[config.mk]
export PLATFORM = sky130hd
export DESIGN_NAME = fifo_stream_reader
export DESIGN_NICKNAME = d
export VERILOG_FILES = /design/src/rtl/fifo_stream_reader.sv
export SDC_FILE = /design/constraint.sdc
export NUM_CORES = 1
export LEC_CHECK = 0
export ABC_AREA = 1
export CAP_MARGIN = 5
export CORE_ASPECT_RATIO = 0.7
export CORE_MARGIN = 2
export CORE_UTILIZATION = 36
export CTS_BUF_LIST = sky130_fd_sc_hd__clkbuf_4 sky130_fd_sc_hd__clkbuf_8
export CTS_CLUSTER_DIAMETER = 50
export DETAILED_ROUTE_END_ITERATION = 10
export PLACE_DENSITY = 0.69
export SLEW_MARGIN = 30
export SYNTH_ARGS = -nofsm -noshare
export SYNTH_HDL_FRONTEND = slang
export SYNTH_SLANG_ARGS = --single-unit
[constraint.sdc]
create_clock -name clk -period 2.8 [get_ports clk]
set_input_delay 0.56 -clock clk [delete_from_list [all_inputs] [get_ports clk]]
set_output_delay 0.56 -clock clk [all_outputs]
set_load 0.05 [all_outputs]
[src/rtl/fifo_stream_reader.sv]
// fifo_stream_reader
// Read-side master for the team's synchronous FIFO. It drains the FIFO through
// its r_en / empty / registered data_out port and presents the words on a
// valid/ready output stream. A 3-entry prefetch buffer hides the FIFO's
// one-cycle read latency, so a sink that is always ready gets one word per cycle.
//
// Ports:
//   clk         rising-edge clock
//   rst         synchronous active-high reset
//   en          read enable; low stops new FIFO reads (buffered words still drain)
//   fifo_empty  FIFO empty flag
//   fifo_data   FIFO data_out, valid the cycle after an accepted read
//   fifo_r_en   FIFO read request
//   m_valid     output word valid
//   m_ready     sink ready
//   m_data      output word (buffer head)
//   m_last      last word of the current PKT_LEN-word packet
//   word_count  words delivered since reset, wraps modulo 2^CNT_WIDTH
//   busy        buffer non-empty or a FIFO read in flight

module fifo_stream_reader #(
  parameter int DATASIZE  = 8,
  parameter int PKT_LEN   = 4,
  parameter int CNT_WIDTH = 16
) (
  input  logic                 clk,
  input  logic                 rst,
  input  logic                 en,
  input  logic                 fifo_empty,
  input  logic [DATASIZE-1:0]  fifo_data,
  output logic                 fifo_r_en,
  output logic                 m_valid,
  input  logic                 m_ready,
  output logic [DATASIZE-1:0]  m_data,
  output logic                 m_last,
  output logic [CNT_WIDTH-1:0] word_count,
  output logic                 busy
);

  // A 1-bit packet index is kept even for PKT_LEN=1; it then never leaves 0.
  localparam int PKT_W = (PKT_LEN > 1) ? $clog2(PKT_LEN) : 1;
  localparam logic [PKT_W-1:0] PKT_MAX = PKT_W'(PKT_LEN - 1);

  logic [DATASIZE-1:0] buf_mem [3];
  logic [1:0]          head;
  logic [1:0]          tail;
  logic [1:0]          buf_cnt;
  logic                inflight;
  logic [PKT_W-1:0]    pkt_idx;
  logic [2:0]          occupancy;
  logic                push;
  logic                pop;

  // Circular index advance over the three buffer slots.
  function automatic logic [1:0] next_idx(input logic [1:0] idx);
    return (idx == 2'd2) ? 2'd0 : idx + 2'd1;
  endfunction

  // Buffered words plus the one possibly in flight must never exceed the
  // buffer depth, which is what keeps the buffer from overflowing. The read is
  // deliberately independent of m_ready so the request path stays short.
  assign occupancy = {1'b0, buf_cnt} + {2'b00, inflight};
  assign fifo_r_en = en & ~fifo_empty & (occupancy < 3'd3) & ~rst;

  assign push       = inflight;
  assign pop        = m_valid & m_ready;
  assign m_valid    = (buf_cnt != 2'd0);
  assign m_data     = buf_mem[head];
  assign m_last     = m_valid & (pkt_idx == PKT_MAX);
  assign busy       = m_valid | inflight;

  // Buffer storage has no reset; its contents are only visible through the
  // head index while buf_cnt is non-zero.
  always_ff @(posedge clk) begin
    if (!rst && push) begin
      buf_mem[tail] <= fifo_data;
    end
  end

  // Control state: in-flight flag, buffer indices/count, packet position and
  // the delivered-word counter. A push and a pop on the same edge leave the
  // count unchanged. Reset drops any in-flight word, so the data_out that
  // arrives right after reset is never captured.
  always_ff @(posedge clk) begin
    if (rst) begin
      inflight   <= 1'b0;
      head       <= 2'd0;
      tail       <= 2'd0;
      buf_cnt    <= 2'd0;
      pkt_idx    <= '0;
      word_count <= '0;
    end else begin
      inflight <= fifo_r_en;
      if (push) begin
        tail <= next_idx(tail);
      end
      if (pop) begin
        head       <= next_idx(head);
        pkt_idx    <= (pkt_idx == PKT_MAX) ? '0 : pkt_idx + PKT_W'(1);
        word_count <= word_count + CNT_WIDTH'(1);
      end
      case ({push, pop})
        2'b10:   buf_cnt <= buf_cnt + 2'd1;
        2'b01:   buf_cnt <= buf_cnt - 2'd1;
        default: buf_cnt <= buf_cnt;
      endcase
    end
  end

endmodule

### Yosys cells after proc, flatten, opt, wreduce, memory -nomap -nowiden

Memories as Yosys holds them, arrays and structs flattened. A register that Yosys moved wholly into a read port is not among the register bits.
Cells that the tools add are included.

| storage, ports and cells | value |
|---|---|
| register bits | 25 |
| bits in writable memories | 24 |
| input bits | 13 |
| output and inout port bits | 28 |
| word-level logic and storage cells | 40 |
| memories kept | 1 |

| cells by class | value |
|---|---|
| $add $sub $neg | 7 |
| magnitude comparators | 1 |
| equality and inequality tests | 5 |
| muxes and demuxes | 8 |
| bitwise operators | 8 |
| reduce and logical (&&, ||, !) cells | 4 |

Memory list:

| name | depth | width | read ports | clocked after Yosys merged registers in | write ports | RTL line | RTL |
|---|---|---|---|---|---|---|---|
| buf_mem | 3 | 8 | 1 | 1 | 1 | 44 | `logic [DATASIZE-1:0] buf_mem [3];` |

Operators with widths:

| cell | count |
|---|---|
| $add 16x1->16 const B | 1 |
| $mux 2 | 5 |
| $add 2x1->2 const B | 4 |
| $eq 2x2->1 const B | 4 |
| $and 1x1->1 | 5 |
| $pmux 2 s2 | 1 |
| $reduce_bool 2->1 | 2 |
| $add 2x1->3 | 1 |
| $lt 3x2->1 const B | 1 |
| $eq 2x1->1 const B | 1 |
| $mux 1 | 2 |
| $not 1->1 | 2 |
| $sub 2x1->2 const B | 1 |
| $logic_and 1x1->1 | 1 |
| $logic_not 1->1 | 1 |
| $or 1x1->1 | 1 |

### Longest topological paths before layout

Gate-level depths: netlist of the first run.

| depth | value |
|---|---|
| depth in word-level cells | 4 |
| mapped depth | 8 |
| depth with buffers taken out | 8 |

### Worst setup path before layout of the first run

Ideal clock, no wire load.

| timing path | value |
|---|---|
| path kind | register to output |
| start | register buf_cnt[0] |
| end | output fifo_r_en |
| arrival time | 3.288 ns |
| data required time | 2.240 ns |
| path slack | -1.048 ns |
| stages on the path, launching flop included | 4 |
| buffers on the path | 0 |
| path through | dfxtp_1 > ha_1 > ha_1 > a2111oi_0 |

| on the way | value |
|---|---|
| word-level cells in the longest chain between the ends | 4 |

RTL lines:

| what | RTL line | RTL |
|---|---|---|
| from (decl) | 47 | `logic [1:0] buf_cnt;` |
| from (signal assigned) | 103 | `2'b10: buf_cnt <= buf_cnt + 2'd1;` |
| from (signal assigned) | 104 | `2'b01: buf_cnt <= buf_cnt - 2'd1;` |
| from (signal assigned) | 105 | `default: buf_cnt <= buf_cnt;` |
| $add 2x1->3 | 62 | `assign occupancy = {1'b0, buf_cnt} + {2'b00, inflight};` |
| $lt 3x2->1 | 63 | `assign fifo_r_en = en & ~fifo_empty & (occupancy < 3'd3) & ~rst;` |
| $and 1x1->1 (2 in series) | 63 |  |
| to (decl) | 31 | `output logic fifo_r_en,` |

Every way passes these cells.

==> metrics.cfg, run 1 <==
[placement]
dp_hpwl_microns=3454
preCtsSetupSlack_ps=530.8
port_buffers=40
gp_congestion=0.8028

[critical_path]
worstPathCellList=inv_1 > nand2_1 > a21oi_1 > clkdlybuf4s50_1
r2r-start=buf_cnt[0]
start_kind=register
crit_family=buffers and inverters
path_class=register to output pin
max_stage_delay_ps=820
required_ps=2240
reg2reg_slack_ps=1290
cp.depth=4
cp_data_arrival_time_ps=1990
timing.rr.end=buf_cnt[1]
reg2reg_depth=7
critPathMaxFanout=9
end_kind=output pin
crit_slowest_cell=clkdlybuf4s50_1
critPathBufInv=2

[sta]
min_period_ps=2549
hold_viol=0
rsz0062_at_grt=no
finalCritPeriodShare_pct=91.04
relSlewSlack_pct=65.95
finalSetupViolCount=0
setup_ws_ps=250.9
slew_violations=0
tightest_slew_ps=509.2
tns_ps=0
skew_ps=11.45
max_freq_mhz=392.3

[logic_synthesis]
syn_nets=259
syn_area_sq_mm=0.002182
synth_top_area_share_pct=33.03
synth_top_cell_by_area=edfxtp_1
ys_seq_elements=51
synthCells=241
synth_area_leaders=edfxtp_1 (33%), dfxtp_1 (25%), nand2_1 (7.6%)
ys_warn_count=0
seq_area_frac_synth_pct=57.80
avgSynthCellArea_sq_um=9.054
ys_types=23

[detailed_routing]
dr_total_vias=1769
viasPerCell=4.860
route.detailed.drc=0
postRouteAntennaNets=0
wirelength_microns=4676
dr.pass1.iters=5
routedWlPerCell_microns=12.85
drt_first_iter_violations=108

[die]
rows=23
die_area_sq_mm=0.006710
die_y_microns=69.14
initial_utilization_pct=37.72
die_w_microns=97.06
pin_count=41
core_area_sq_mm=0.005784

[grt]
grt-ovfl-total=0
grt_pass1_wl_microns=8204
grtUsageTotal_pct=14.80
grt_max_degree=25
grt_pass1_vias=1762
antenna_found_initial=0

[outcome]
outcome=completed

[cells_and_area]
antenna_cells=0
area_growth_pct=29.30
fin_nets=306
drive_gt1_share_pct=9.343
fin_util_pct=48.78
nFillCells=528

[clock_tree]
clkLatencyLatePin_ps=300
cts_setup_buffers=0
root_buffer=clkbuf_8
cts_buffers=5
cts_tree=yes
cts.repair.resized=0
cts.clk_slew.worst_paths_ps=80
htree_levels=2
clockBufferDepth=2
cts_hold_buffers=0
cts.sinks=51

[power_and_ir_drop]
ir_drop_mv=0.2386
power_frac_clock_pct=30.9
seqPwrFrac_pct=50.5
intPower_uw=1183
switching_power_uw=445.6
p_sw_share_pct=27.37
power_density_mw_per_mm2=577.1
combPwrFrac_pct=18.6
p_leak_uw=0.001023
p_total_uw=1628

[hold_path]
hold_depth=2
hold_path_class=register to register
hold_end=pkt_idx[1]
min_from=pkt_idx[1]

[run]
maxCapViolCount=0

[sequential cells by signal (all words and copies together), names as in the netlist, named ones only]
| register | cells |
|---|---|
| inflight | 1 |
| pkt_idx | 2 |
| word_count | 16 |
| buf_cnt | 2 |
| head | 2 |
| tail | 2 |
| buf_mem | 24 |
[how the worst max path moves through the flow]
stage	end	slack (ps)
final	m_data[3]	250
after global routing	m_data[5]	100
after CTS	m_data[5]	240
after detailed placement	fifo_r_en	530
after global placement	fifo_r_en	520
after floorplan	fifo_r_en	290
[per-layer routing]
metal  track usage (%)  share of wire (%)
met4             4.069               0.38
met3             2.941                4.2
met1             22.13                 53
met2             21.84                 43
met5                 0                  0
[cell usage after synthesis, drive strengths merged]
cell type  count
nand2         47
nor2          44
a21oi         30
dfxtp         27
edfxtp        24
inv           24
o21ai         12
nand3         11
ha             5
clkbuf         3
nand4          3
a2111oi        2
a31o           2
buf            2
nor3           2
o211a          2
a211oi         1
[per-stage QoR]
| step | std cells | area [sq um] | hold slack, ps |
|---|---|---|---|
| after floorplan | 241 | 2188 | 457.5 |
| after global placement | 356 | 2708 | 472.1 |
| after detailed placement | 356 | 2708 | 482.1 |
| after CTS | 364 | 2821 | 498.3 |
| after global routing | 364 | 2821 | 519.6 |
| final | 364 | 2821 | 498.1 |
[power groups by stage]
stage | clock network (uW) | registers, uW | logic [uW]
after floorplan | 0 | 840 | 197
after global placement | 0 | 837 | 300
after detailed placement | 0 | 839 | 303
after CTS | 517 | 822 | 304
after global routing | 548 | 827 | 326
final | 504 | 822 | 303
[cells in the final DEF (no fill, tap or decap), types with 2 or more instances in the layout]
cell and count:
a21oi_1 30, a31o_2 2, buf_4 5, clkbuf_8 5
clkdlybuf4s50_1 39, dfxtp_1 27, edfxtp_1 24, ha_1 5
inv_1 23, nand2_1 44, nand2_4 2, nand3_1 11
nand4_1 3, nor2_1 38, nor2_2 3, nor2_4 3
nor3_1 2, o211a_1 2, o21ai_0 12
[final cells by class]
cell class	instances	area [sq um]	area share [%]
tap	75	93.84	3.326
clock buffer	6	76.32	2.705
multi-input combinational	161	814.5	28.87
clock inverter	2	37.54	1.330
sequential	51	1261	44.70
timing repair buffer	45	447.9	15.88
inverter	24	90.09	3.193
[logic make-up (layout without fill, tap and decap cells)]
family / Yosys count / after routing / share of synthesized area (%)
compound gates: 49 / 49 / 12.50
fa+ha+maj: 5 / 5 / 2.867
buf+inv: 29 / 77 / 5.160
flops: 51 / 51 / 57.80
simple gates: 107 / 107 / 21.67
[worst reg2reg max path: stages, from the launching register on]
cell	delay, ps
dfxtp_1	360
nor2_1	190
nor2_2	60
ha_1	310
a21oi_1	110
o21ai_0	120
o21ai_0	160
a21oi_1	70
No activity file was read; power rests on OpenSTA's default activity.
==> run 2, diff against run 1 <==
--- a/config.mk
+++ b/config.mk
@@ -6,6 +6,7 @@
 export NUM_CORES = 1
 export LEC_CHECK = 0
 export ABC_AREA = 1
+export ABC_CLOCK_PERIOD_IN_PS = 2800
 export CAP_MARGIN = 5
 export CORE_ASPECT_RATIO = 0.7
 export CORE_MARGIN = 2
==> results of run 2 <==
Final layout, timing and power as in run 1 (identical DEF).
==> edit 1 (flow settings as in run 1) <==
Register the output `word_count` once more; this adds one clock of latency there. The other outputs are not delayed to match.
--- a/src/rtl/fifo_stream_reader.sv
+++ b/src/rtl/fifo_stream_reader.sv
@@ -40,6 +40,8 @@
   // A 1-bit packet index is kept even for PKT_LEN=1; it then never leaves 0.
   localparam int PKT_W = (PKT_LEN > 1) ? $clog2(PKT_LEN) : 1;
   localparam logic [PKT_W-1:0] PKT_MAX = PKT_W'(PKT_LEN - 1);
+
+  logic [CNT_WIDTH-1:0] word_count_s0;
 
   logic [DATASIZE-1:0] buf_mem [3];
   logic [1:0]          head;
@@ -88,7 +90,7 @@
       tail       <= 2'd0;
       buf_cnt    <= 2'd0;
       pkt_idx    <= '0;
-      word_count <= '0;
+      word_count_s0 <= '0;
     end else begin
       inflight <= fifo_r_en;
       if (push) begin
@@ -97,7 +99,7 @@
       if (pop) begin
         head       <= next_idx(head);
         pkt_idx    <= (pkt_idx == PKT_MAX) ? '0 : pkt_idx + PKT_W'(1);
-        word_count <= word_count + CNT_WIDTH'(1);
+        word_count_s0 <= word_count_s0 + CNT_WIDTH'(1);
       end
       case ({push, pop})
         2'b10:   buf_cnt <= buf_cnt + 2'd1;
@@ -107,5 +109,9 @@
     end
   end
 
+  always_ff @(posedge clk) begin
+    word_count <= word_count_s0;
+  end
+
 endmodule
 
Formal check against the unedited RTL: not equivalent (Yosys sat finds a counterexample within 4 cycles, from zero or initial values and one cycle with rst high).
==> edit 1 against run 1 <==
- register-to-register slack lost 0.15 ns
- sequential power up 29%
- area after synthesis rose by 16%
- largest power group unchanged
- setup slack got worse by 0.092 ns
- critical path depth did not move
- routed wire length decreased by 1.1%
- sequential cell count grew 16
- design area increased by 16%
- via count rose by 3.1%
- worst hold slack worse by 0.12 ns
- power is 36% higher
==> edit 1: results (changes against run 1) <==
* Root Driver: clkbuf_8
* Global-route wire length before repair at 7452 um (-9.2%)
* Placed cell areas at 0.003058 sq mm (+13%)
* Postcts setup bufs at 0 (unchanged)
* Data arrival, critical path at 2.08 ns (+0.09 ns)
* Largest net degree at the start of global routing at 23 (-8.0%)
* Syn_nets at 274 (+5.8%)
* CTS H-tree lvls at 3 (+1)
* I/O Buffers at 40 (unchanged)
* Status: complete, no violations
* Top cells by count, synth: dfxtp_1, nand2_1, nor2_1, inv_1, a21oi_1
* Vias/cell at 4.504 (-7.3%)
* Skew-Pair Late Insertion Delay at 0.33 ns (+0.03 ns)
* Worst-Margin Slew at 0.5194 ns (+0.01019 ns)
* Post-CTS sizing at 0 (unchanged)
* Vias in the first global route at 1624 (-7.8%)
* Register-to-register setup slack at 1.14 ns (-0.15 ns)
* Min-Delay Path Class: register to register
* TritonCTS buffer count at 9 (+4)
* Reg2Reg Depth at 7 (unchanged)
* Gr usage total at 12.75% (-2.0 points)
* Register area share after synthesis at 62.61% (+4.8 points)
* NumNets Final at 324 (+5.9%)
* Largest cells by area after synthesis: dfxtp_1, edfxtp_1, nand2_1
* Placer Congestion at 0.8245 (+2.7%)
* Count of cell types in the netlist at 27 (+17%)
* Wire per inst at 11.42 um (-11%)
* DRT Pass-1 Iters at 4 (-1)
* Worst Setup EP: m_data[6]
* Layout cell share with drive strength beyond 1 at 11.90% (+2.6 points)
* Worst-case clock skew at 0.005135 ns (-0.006313 ns)
* DP HPWL at 3289 um (-4.8%)
* Top flop regs: buf_mem: 24 flops, word_count: 16 flops, word_count_s0: 16 flops
* RR Startpoint: buf_cnt[0]$_SDFFE_PP0P_
* Ys Warns at 0 (unchanged)
* Iteration-0 DRC Markers at 92 (-15%)
* Leakage power at 1.237 nW (+21%)
* Worst VDD drop at 0.2323 mV (-2.6%)
* Antenna violations before repair at 0 (unchanged)
* # fillers at 640 (+21%)
## edit 1: changes by cell type after synthesis, moves of 2 or more
cell     delta
nand2_2     +2
nand2_1     -3
nand3_1     -3
buf_2       +2
nand2_4     -2
a21oi_1     -5
dfxtp_1    +16
and2_1      +2
nor2_2      +2
inv_1       +3
## edit 1: critical path, cell delays in order, from the launching register on
cell	delay, ns
dfxtp_1	0.41
inv_1	0.27
nand2_1	0.08
a21oi_1	0.17
clkdlybuf4s50_1	0.82
## edit 1: metrics by stage
stage	cells	util, %	worst slack [ns]
2_1_floorplan	256	-	0.2667
3_3_place_gp	389	45.05	0.4536
3_5_place_dp	389	45.05	0.4526
4_1_cts	405	48.24	0.1224
5_1_grt	405	48.24	0.01378
6_report	405	48.24	0.1588
## edit 1: cells by family after synthesis
kind of cell               synth area share (%)
DFF                                       62.61
adders and majority gates                 2.476
buffers and inverters                     5.151
and+or+nand+nor                           19.12
AOI/OAI and AO/OA                         10.65
## edit 1: layer usage
layer | wire length, um | global-route usage (%)
met3 | 234 | 5.609
met2 | 2026 | 18.86
met1 | 2299 | 16.16
met4 | 64 | 6.306
met5 | 0 | 0
## edit 1: final cells by class
type	instances	share of cell area, %
Sequential cell	67	48.30
Clock buffer	11	4.241
Tap cell	94	3.592
Timing Repair Buffer	44	13.45
Multi-Input combinational cell	158	25.07
Inverter	26	2.981
Clock inverter	5	2.369
## edit 1: worst min path at each step
| stage | start | endpoint | slack (ns) | cells after the start |
|---|---|---|---|---|
| after floorplan | word_count_s0[14]$_SDFFE_PP0N_ | word_count[14]$_DFF_P_ | 0.35 | 0 |
| after global placement | word_count_s0[15]$_SDFFE_PP0N_ | word_count[15]$_DFF_P_ | 0.36 | 0 |
| after detailed placement | word_count_s0[14]$_SDFFE_PP0N_ | word_count[14]$_DFF_P_ | 0.37 | 0 |
| after CTS | word_count_s0[14]$_SDFFE_PP0N_ | word_count[14]$_DFF_P_ | 0.38 | 0 |
| after global routing | word_count_s0[14]$_SDFFE_PP0N_ | word_count[14]$_DFF_P_ | 0.39 | 0 |
| final | word_count_s0[14]$_SDFFE_PP0N_ | word_count[14]$_DFF_P_ | 0.38 | 0 |
## edit 1: where the power goes
part           internal, mW  leakage, nW  total, mW  switching, mW
Combinational         0.105        0.562      0.300          0.196
Sequential             1.03        0.564       1.06         0.0242
Clock                 0.518        0.110      0.859          0.341
Total                  1.65         1.24       2.22          0.561
==> edit 2 (flow settings as in run 1) <==
Without the edit above. The parameter `DATASIZE` goes from 8 to 16.
--- a/src/rtl/fifo_stream_reader.sv
+++ b/src/rtl/fifo_stream_reader.sv
@@ -19,7 +19,7 @@
 //   busy        buffer non-empty or a FIFO read in flight
 
 module fifo_stream_reader #(
-  parameter int DATASIZE  = 8,
+  parameter int DATASIZE  = 16,
   parameter int PKT_LEN   = 4,
   parameter int CNT_WIDTH = 16
 ) (
Interface: changed (resized fifo_data and m_data); port bits go from 41 to 57. No check against the original RTL was run, so the function may have changed too.
==> edit 2 against run 1 <==
- clock power up 61%
- setup slack worse by 0.14 ns
- routed wire length up 38%
- power up 54%
- sequential cell count up 24
- synthesized cell count up 25%
- design area up 44%
- area after synthesis up 43%
- critical path type unchanged
- critical endpoint unchanged
- largest power group unchanged
==> edit 2: results (changes against run 1) <==
* Data arrival, critical path at 2.13 ns (+0.14 ns)
* Worst-case clock skew at 0.009480 ns (-0.001967 ns)
* Layout cell share with drive strength beyond 1 at 14.48% (+5.1 points)
* Top cells by count, synth: nor2_1, edfxtp_1, a21oi_1, nand2_1, dfxtp_1
* Post-CTS sizing at 0 (unchanged)
* NumNets Final at 394 (+29%)
* # fillers at 768 (+45%)
* Count of cell types in the netlist at 25 (+8.7%)
* Ys Warns at 0 (unchanged)
* Register-to-register setup slack at 1.34 ns (+0.05 ns)
* Relative slew slack at 65.05% (-0.90 points)
* Root Driver: clkbuf_8
* Postcts setup bufs at 0 (unchanged)
* Leakage power at 1.590 nW (+55%)
* Vias/cell at 4.604 (-5.3%)
* Largest cells by area after synthesis: edfxtp_1, dfxtp_1, a21oi_1
* Worst VDD drop at 0.2328 mV (-2.4%)
* Wire per inst at 13.12 um (+2.1%)
* Antenna violations before repair at 0 (unchanged)
* Top flop regs: buf_mem: 48 flops, word_count: 16 flops
* EDFF count, synth at 48 (+100%)
* Worst Path Max Fanout at 13 (+4)
* I/O Buffers at 56 (+40%)
* Switching pwr at 720.0 uW (+62%)
* Post-synth ARST share at 0% (unchanged)
* Diode count at 0 (unchanged)
* Hold_ws at 0.4970 ns (-0.001132 ns)
* Syn_nets at 327 (+26%)
* Min-Delay Path Class: register to register
* Dpl cells at 477 (+34%)
* Remaining DRCs at 0 (unchanged)
* Final cell count without fillers at 493 (+35%)
* Clock buffer depth at 2 (unchanged)
* Status: complete, no violations
* Synth Flop Type: edfxtp_1
* Skew-Pair Late Insertion Delay at 0.34 ns (+0.04 ns)
* Vias in the first global route at 2078 (+18%)
* CTS H-tree lvls at 3 (+1)
* Register area share after synthesis at 63.59% (+5.8 points)
* DP HPWL at 4526 um (+31%)
* Gr usage total at 14.25% (-0.55 points)
* Syn Inst Count at 301 (+25%)
* ANT nets after route at 0 (unchanged)
* Iteration-0 DRC Markers at 201 (+86%)
* DRT Pass-1 Iters at 4 (-1)
* Placer Congestion at 0.7621 (-5.1%)
* Global-route wire length before repair at 10320 um (+26%)
* TritonCTS buffer count at 9 (+4)
* Clock transition at path regs at 0.08 ns (about the same)
* Largest net degree at the start of global routing at 22 (-12%)
## edit 2: cell types whose count changed in the layout (fill, tap and decap cells not counted), moves of 3 or more
cell	before	now
nand3_1	11	8
clkbuf_8	5	9
buf_4	5	16
nand2_1	44	47
a21oi_1	30	47
edfxtp_1	24	48
dlymetal6s2s_1	0	8
nor2_1	38	49
nand3_2	0	3
## edit 2: worst paths after layout
path,to,cells past startpoint,start
max reg2reg,buf_cnt[1]$_SDFFE_PP0P_,7,buf_cnt[0]$_SDFFE_PP0P_
max,m_data[3],4,register
min,register,2,head[1]$_SDFFE_PP0N_
min reg2reg,register,2,head[1]$_SDFFE_PP0N_
## edit 2: worst max-delay path, cell delays in order (launching register included)
cell,delay [ns]
dfxtp_1,0.36
inv_1,0.34
nand2_1,0.09
a21oi_1,0.18
clkdlybuf4s50_1,0.82
## edit 2: per-stage QoR
stage	total power [mW]	setup WS (ns)	instance area, sq um
after floorplan	1.559	0.4890	3117
after global placement	1.725	0.4744	3847
after detailed placement	1.730	0.4555	3847
after CTS	2.543	0.06055	4041
after global routing	2.621	0.001644	4061
final	2.510	0.1140	4061
## edit 2: metal layers
metal | up-vias | share of wire [%] | track usage (%)
li1 | 1161 | - | -
met1 | 1052 | 49 | 20.34
met2 | 52 | 44 | 20.88
met3 | 5 | 5.5 | 3.838
met4 | 0 | 0.90 | 5.060
met5 | - | 0 | 0
## edit 2: power by group through the flow
stage | clock network [mW] | registers [mW] | logic, mW
2_1_floorplan | 0 | 1.25 | 0.312
3_3_place_gp | 0 | 1.24 | 0.485
3_5_place_dp | 0 | 1.24 | 0.489
4_1_cts | 0.835 | 1.22 | 0.491
5_1_grt | 0.881 | 1.22 | 0.521
6_report | 0.809 | 1.22 | 0.484
## edit 2: logic make-up after synthesis
kind of cell,Yosys count,share of synthesized area (%)
AND/OR/NAND/NOR,123,18.83
flip-flops,75,63.59
AO/OA/AOI/OAI,65,11.08
buffers and inverters,33,4.496
adder cells (fa/ha/maj),5,2.007
## edit 2: area by class of cell
type | count | share of cell area (%)
Clock buffer | 11 | 3.420
Clock inverter | 5 | 1.356
Inverter | 24 | 2.218
Multi-Input combinational cell | 193 | 24.74
Sequential cell | 75 | 48.80
Tap cell | 120 | 3.697
Timing Repair Buffer | 65 | 15.77
